## src/rtl/piso_tx_scheduler.sv

```systemverilog
// piso_tx_scheduler: two-requester round-robin scheduler feeding a parallel-in/serial-out
// transmitter. Each granted word is framed as a start bit (1) followed by its data bits
// MSB-first on serial_out, then the line rests at 0 for GAP idle cycles before the next grant.
module piso_tx_scheduler #(
    parameter int D_SIZE = 4,
    parameter int GAP    = 1
) (
    input  logic              clk,
    input  logic              rst,
    input  logic              req0_valid,
    input  logic [D_SIZE-1:0] req0_data,
    output logic              req0_ready,
    input  logic              req1_valid,
    input  logic [D_SIZE-1:0] req1_data,
    output logic              req1_ready,
    output logic              serial_out,
    output logic              frame_active,
    output logic              grant_id,
    output logic              done
);

    // Bit counter counts data bits already placed on the line, 0..D_SIZE.
    localparam int CNT_W    = $clog2(D_SIZE + 1);
    // Gap counter only needs to reach GAP-1; keep at least one bit so GAP=0 still elaborates.
    localparam int GAP_W    = (GAP > 1) ? $clog2(GAP) : 1;
    localparam int GAP_LAST = (GAP > 0) ? GAP - 1 : 0;

    typedef enum logic [1:0] {
        S_IDLE  = 2'd0,
        S_START = 2'd1,
        S_SHIFT = 2'd2,
        S_GAP   = 2'd3
    } state_t;

    state_t              state_q;
    logic [D_SIZE-1:0]   shreg_q;
    logic [CNT_W-1:0]    bit_cnt_q;
    logic [GAP_W-1:0]    gap_cnt_q;
    logic                last_grant_q;
    logic                grant_id_q;
    logic                serial_q;
    logic                active_q;
    logic                done_q;

    logic                sel_d;
    logic                idle_ok_d;
    logic                accept_d;
    logic                last_bit_sent_d;

    // Arbitration: a lone valid wins outright, a tie goes to whoever was not granted last.
    always_comb begin
        sel_d           = 1'b0;
        idle_ok_d       = 1'b0;
        last_bit_sent_d = 1'b0;
        if (req0_valid && req1_valid) begin
            sel_d = ~last_grant_q;
        end else begin
            sel_d = req1_valid;
        end
        // Readies are gated by reset so nothing is accepted while rst is held low.
        idle_ok_d       = rst && (state_q == S_IDLE);
        last_bit_sent_d = (bit_cnt_q == CNT_W'(D_SIZE));
    end

    assign req0_ready = idle_ok_d && req0_valid && !sel_d;
    assign req1_ready = idle_ok_d && req1_valid &&  sel_d;
    assign accept_d   = req0_ready || req1_ready;

    // Frame sequencer: state, counters, round-robin pointer and all registered line outputs.
    always_ff @(posedge clk) begin
        if (!rst) begin
            state_q      <= S_IDLE;
            bit_cnt_q    <= '0;
            gap_cnt_q    <= '0;
            last_grant_q <= 1'b1;
            grant_id_q   <= 1'b0;
            serial_q     <= 1'b0;
            active_q     <= 1'b0;
            done_q       <= 1'b0;
        end else begin
            done_q <= 1'b0;
            case (state_q)
                S_IDLE: begin
                    serial_q <= 1'b0;
                    active_q <= 1'b0;
                    if (accept_d) begin
                        // Outputs are registered, so the start bit is launched on the grant edge.
                        state_q      <= S_START;
                        serial_q     <= 1'b1;
                        active_q     <= 1'b1;
                        grant_id_q   <= sel_d;
                        last_grant_q <= sel_d;
                        bit_cnt_q    <= '0;
                    end
                end
                S_START: begin
                    state_q   <= S_SHIFT;
                    serial_q  <= shreg_q[D_SIZE-1];
                    active_q  <= 1'b1;
                    bit_cnt_q <= CNT_W'(1);
                end
                S_SHIFT: begin
                    if (last_bit_sent_d) begin
                        serial_q  <= 1'b0;
                        active_q  <= 1'b0;
                        bit_cnt_q <= '0;
                        gap_cnt_q <= '0;
                        if (GAP == 0) begin
                            state_q <= S_IDLE;
                        end else begin
                            state_q <= S_GAP;
                        end
                    end else begin
                        serial_q  <= shreg_q[D_SIZE-1];
                        active_q  <= 1'b1;
                        bit_cnt_q <= bit_cnt_q + CNT_W'(1);
                        // The bit being launched now is the last one when D_SIZE-1 are already out.
                        done_q    <= (bit_cnt_q == CNT_W'(D_SIZE - 1));
                    end
                end
                S_GAP: begin
                    serial_q <= 1'b0;
                    active_q <= 1'b0;
                    if (gap_cnt_q == GAP_W'(GAP_LAST)) begin
                        state_q   <= S_IDLE;
                        gap_cnt_q <= '0;
                    end else begin
                        gap_cnt_q <= gap_cnt_q + GAP_W'(1);
                    end
                end
                default: begin
                    state_q  <= S_IDLE;
                    serial_q <= 1'b0;
                    active_q <= 1'b0;
                end
            endcase
        end
    end

    // Shift register: captures the winning word on the grant edge, then shifts out MSB-first.
    always_ff @(posedge clk) begin
        if (accept_d) begin
            shreg_q <= sel_d ? req1_data : req0_data;
        end else if ((state_q == S_START) || ((state_q == S_SHIFT) && !last_bit_sent_d)) begin
            shreg_q <= {shreg_q[D_SIZE-2:0], 1'b0};
        end
    end

    assign serial_out   = serial_q;
    assign frame_active = active_q;
    assign grant_id     = grant_id_q;
    assign done         = done_q;

endmodule

```

## config.mk

```make
export PLATFORM = sky130hd
export DESIGN_NAME = piso_tx_scheduler
export DESIGN_NICKNAME = d
export VERILOG_FILES = /design/src/rtl/piso_tx_scheduler.sv
export SDC_FILE = /design/constraint.sdc
export NUM_CORES = 1
export LEC_CHECK = 0
export ABC_AREA = 1
export CELL_PAD_IN_SITES_DETAIL_PLACEMENT = 1
export CELL_PAD_IN_SITES_GLOBAL_PLACEMENT = 1
export CORE_MARGIN = 3
export CORE_UTILIZATION = 38
export DETAILED_ROUTE_END_ITERATION = 8
export MAX_ROUTING_LAYER = met4
export PLACE_DENSITY = 0.8
export SKIP_CTS_REPAIR_TIMING = 1
export SLEW_MARGIN = 20
export SYNTH_ARGS = -nofsm -noshare
export SYNTH_HDL_FRONTEND = slang
export SYNTH_SLANG_ARGS = --single-unit
```

## constraint.sdc

```tcl
create_clock -name clk -period 2.36 [get_ports clk]
set_clock_uncertainty 0.1 [all_clocks]
set_input_delay 0.472 -clock clk [delete_from_list [all_inputs] [get_ports clk]]
set_output_delay 0.472 -clock clk [all_outputs]
set_load 0.01 [all_outputs]
```

==> impl_metrics.py <==
metrics = {
    "critical_path": {
        "critPathLaunchType": "primary input",
        "regToRegStartpoint": "state_q[0]",
        "worstSetupEndpointType": "output port",
        "arrival_ns": 1.74,
        "critPathKind": "in2out",
        "ff2ff_path_depth": 7,
        "r2r_slack_ns": 0.66,
        "r2r_end": "shreg_q[2]",
        "startpoint": "rst",
        "critical_path_required_ns": 1.79,
        "endpoint": "req1_ready",
        "cp_max_fo": 2,
    },
    "layout": {
        "final_layout_size_suffix_gt1_frac": 0.1797,
        "antenna_cells": 0,
        "layout.nets": 149,
        "fin_util": 0.5513,
        "areaGrowthSynthToFinish_pct": 33.84,
    },
    "timing": {
        "period_share": 0.9788,
        "grt_setup_unrepaired": "false",
        "finalWorstSetupSlack_ns": 0.04997,
        "tightest_slew_ns": 0.2567,
        "relSlewSlack": 0.8284,
        "hold_violations": 0,
        "post-route-min-period_ns": 2.310,
        "fin_hold_ws_ns": 0.3808,
        "slew_violations": 0,
        "tns_ns": 0,
        "max_freq_ghz": 0.4329,
        "finalSetupViolations": 0,
    },
    "clocking": {
        "clk_latency_ns": 0.28,
        "cts_root_buf": "clkbuf_4",
        "cts_made_buffers": 3,
        "clkTransAtPathRegs_ns": 0.09,
        "clock-sinks": 14,
        "tritoncts": "built",
        "cts_max_level": 1,
        "clockBufferDepth": 2,
    },
    "route": {
        "routed_wl_mm": 2.113,
        "drc": 0,
        "firstDrtPassIters": 4,
        "drtIter0Drc": 7,
        "num_vias": 767,
        "wl_per_cell_um": 13.63,
        "antenna_left": 0,
        "via_per_inst": 4.948,
    },
    "power": {
        "pwr-share-clk": 0.124,
        "switchingPower_uw": 490.3,
        "finalPower_uw": 1166,
        "p_int_uw": 675.9,
        "p_per_area_mw_per_mm2": 1057,
        "pwr-share-comb": 0.519,
        "p_sw_frac": 0.4204,
        "pwr-share-seq": 0.357,
        "leakage_uw": 0.0005255,
        "ir_worst_vdd_mv": 0.4943,
    },
    "floorplanning": {
        "fp.dieH_um": 52.58,
        "num_rows": 16,
        "initial_core_util": 0.4119,
        "fp.dieArea_mm2": 0.002765,
        "core_mm2": 0.002002,
        "ios": 18,
        "die_x_um": 52.58,
    },
    "status": {
        "status": "finished clean",
    },
    "synth": {
        "yosysMostFrequentCell": "nand2_1",
        "yosys_warnings": 0,
        "yosysTopAreaCellShare": 0.2428,
        "ys_ff_latch": 14,
        "ys_seq_area_frac": 0.3885,
        "avgSynthCellArea_um2": 8.084,
        "synth.distinct_cells": 16,
        "ys_async_sr_fraction": 0,
        "synth_edf_count": 4,
        "synthFlopType": "dfxtp_1",
        "synth_area_leaders": "dfxtp_1 (24%), edfxtp_1 (15%), ha_1 (12%)",
        "syn-cell-area_um2": 824.5,
        "synth_nets": 122,
        "synth_top_area_cell": "dfxtp_1",
        "netlist_top_cells_count": "nand2_1 (22), inv_1 (12), nand3_1 (11), nor2_1 (11), dfxtp_1 (10)",
        "syn_inst": 102,
    },
    "placed_design": {
        "detailed_place_hpwl_mm": 1.634,
        "portBuffers": 17,
        "gp_congestion": 0.8198,
        "dp_slack_ns": -0.07119,
    },
    "grt": {
        "grt_pass1_wl_mm": 3.505,
        "antenna_found_initial": 0,
        "grt_pass1_vias": 788,
        "grt.total_usage": 0.1792,
        "grt_max_degree": 11,
        "grt_overflow_total": 0,
    },
    "flow_run": {
        "maxCapViolCount": 0,
    },
    "worst_hold_path": {
        "hold_class": "reg2reg",
        "worstHoldStart": "grant_id",
    },
}
==> cell type report <==
class	count	area, um2
Fill cell	251	898.4
Multi-Input combinational cell	74	451.7
Sequential cell	14	320.3
Timing Repair Buffer	23	217.7
Inverter	13	53.80
Tap cell	27	33.78
Clock buffer	3	22.52
Clock inverter	1	3.754
==> worst min path at each step <==
stage,to,cells after the start
2_1_floorplan,last_grant_q,2
5_1_grt,grant_id,2
3_3_place_gp,grant_id,2
6_report,grant_id,2
4_1_cts,grant_id,2
3_5_place_dp,grant_id,2
==> cell usage in the layout (no fill, tap or decap) <==
cell	synthesis	layout
clkinv_1	0	1
dfxtp_1	10	10
inv_2	0	2
nand2_2	5	5
nand3_4	2	2
ha_1	8	7
nand2_1	22	22
edfxtp_1	4	4
nor2_1	11	11
nor2_2	1	1
inv_1	12	10
nand4_1	1	1
ha_4	0	1
clkdlybuf4s50_1	0	16
a21oi_1	8	8
clkbuf_4	0	3
nand2_4	2	2
nand3_1	11	11
dlymetal6s2s_1	0	1
clkinv_4	1	1
buf_4	0	6
a31oi_1	3	3
==> kinds of logic (layout without fill, tap and decap cells) <==
kind of cell / Yosys count / after routing / synth area share
adder cells (fa/ha/maj): 8 / 8 / 0.1214
AO/OA/AOI/OAI: 11 / 11 / 0.07132
buffers and inverters: 14 / 40 / 0.07890
flip-flops: 14 / 14 / 0.3885
AND/OR/NAND/NOR: 55 / 55 / 0.3399
==> metal layers <==
| metal | up-vias | wire, um | global-route usage | part of all wire |
|---|---|---|---|---|
| met5 | - | 0 | - | 0 |
| met4 | 0 | 31 | 0.06383 | 0.015 |
| met3 | 5 | 55 | 0.03704 | 0.026 |
| met2 | 12 | 1061 | 0.2996 | 0.50 |
| met1 | 368 | 964 | 0.2119 | 0.46 |
| li1 | 382 | - | - | - |
==> per-stage QoR <==
stage	area [um2]	instances
2_1_floorplan	824.5	102
3_3_place_gp	1055	150
3_5_place_dp	1055	150
4_1_cts	1081	154
5_1_grt	1104	155
6_report	1104	155
==> critical path, stage by stage <==
cell,delay [ns]
clkdlybuf4s50_1,0.49
nand2_2,0.07
clkinv_4,0.06
nand3_4,0.05
inv_1,0.06
clkdlybuf4s50_1,0.53
==> flip-flops by register name, summed over array words and instances, names as in the netlist <==
register and cells:
grant_id 1, shreg_q 4, state_q 2, last_grant_q 1, done 1, serial_out 1
bit_cnt_q 3, frame_active 1
==> power groups by stage <==
stage / combinational (uW) / sequential (uW) / clock, uW
after CTS: 576 / 415 / 145
after floorplan: 386 / 412 / 0
after global routing: 683 / 428 / 158
final: 605 / 417 / 145
after global placement: 536 / 413 / 0
after detailed placement: 569 / 419 / 0
Note: power is estimated with default switching activity, not from simulation.
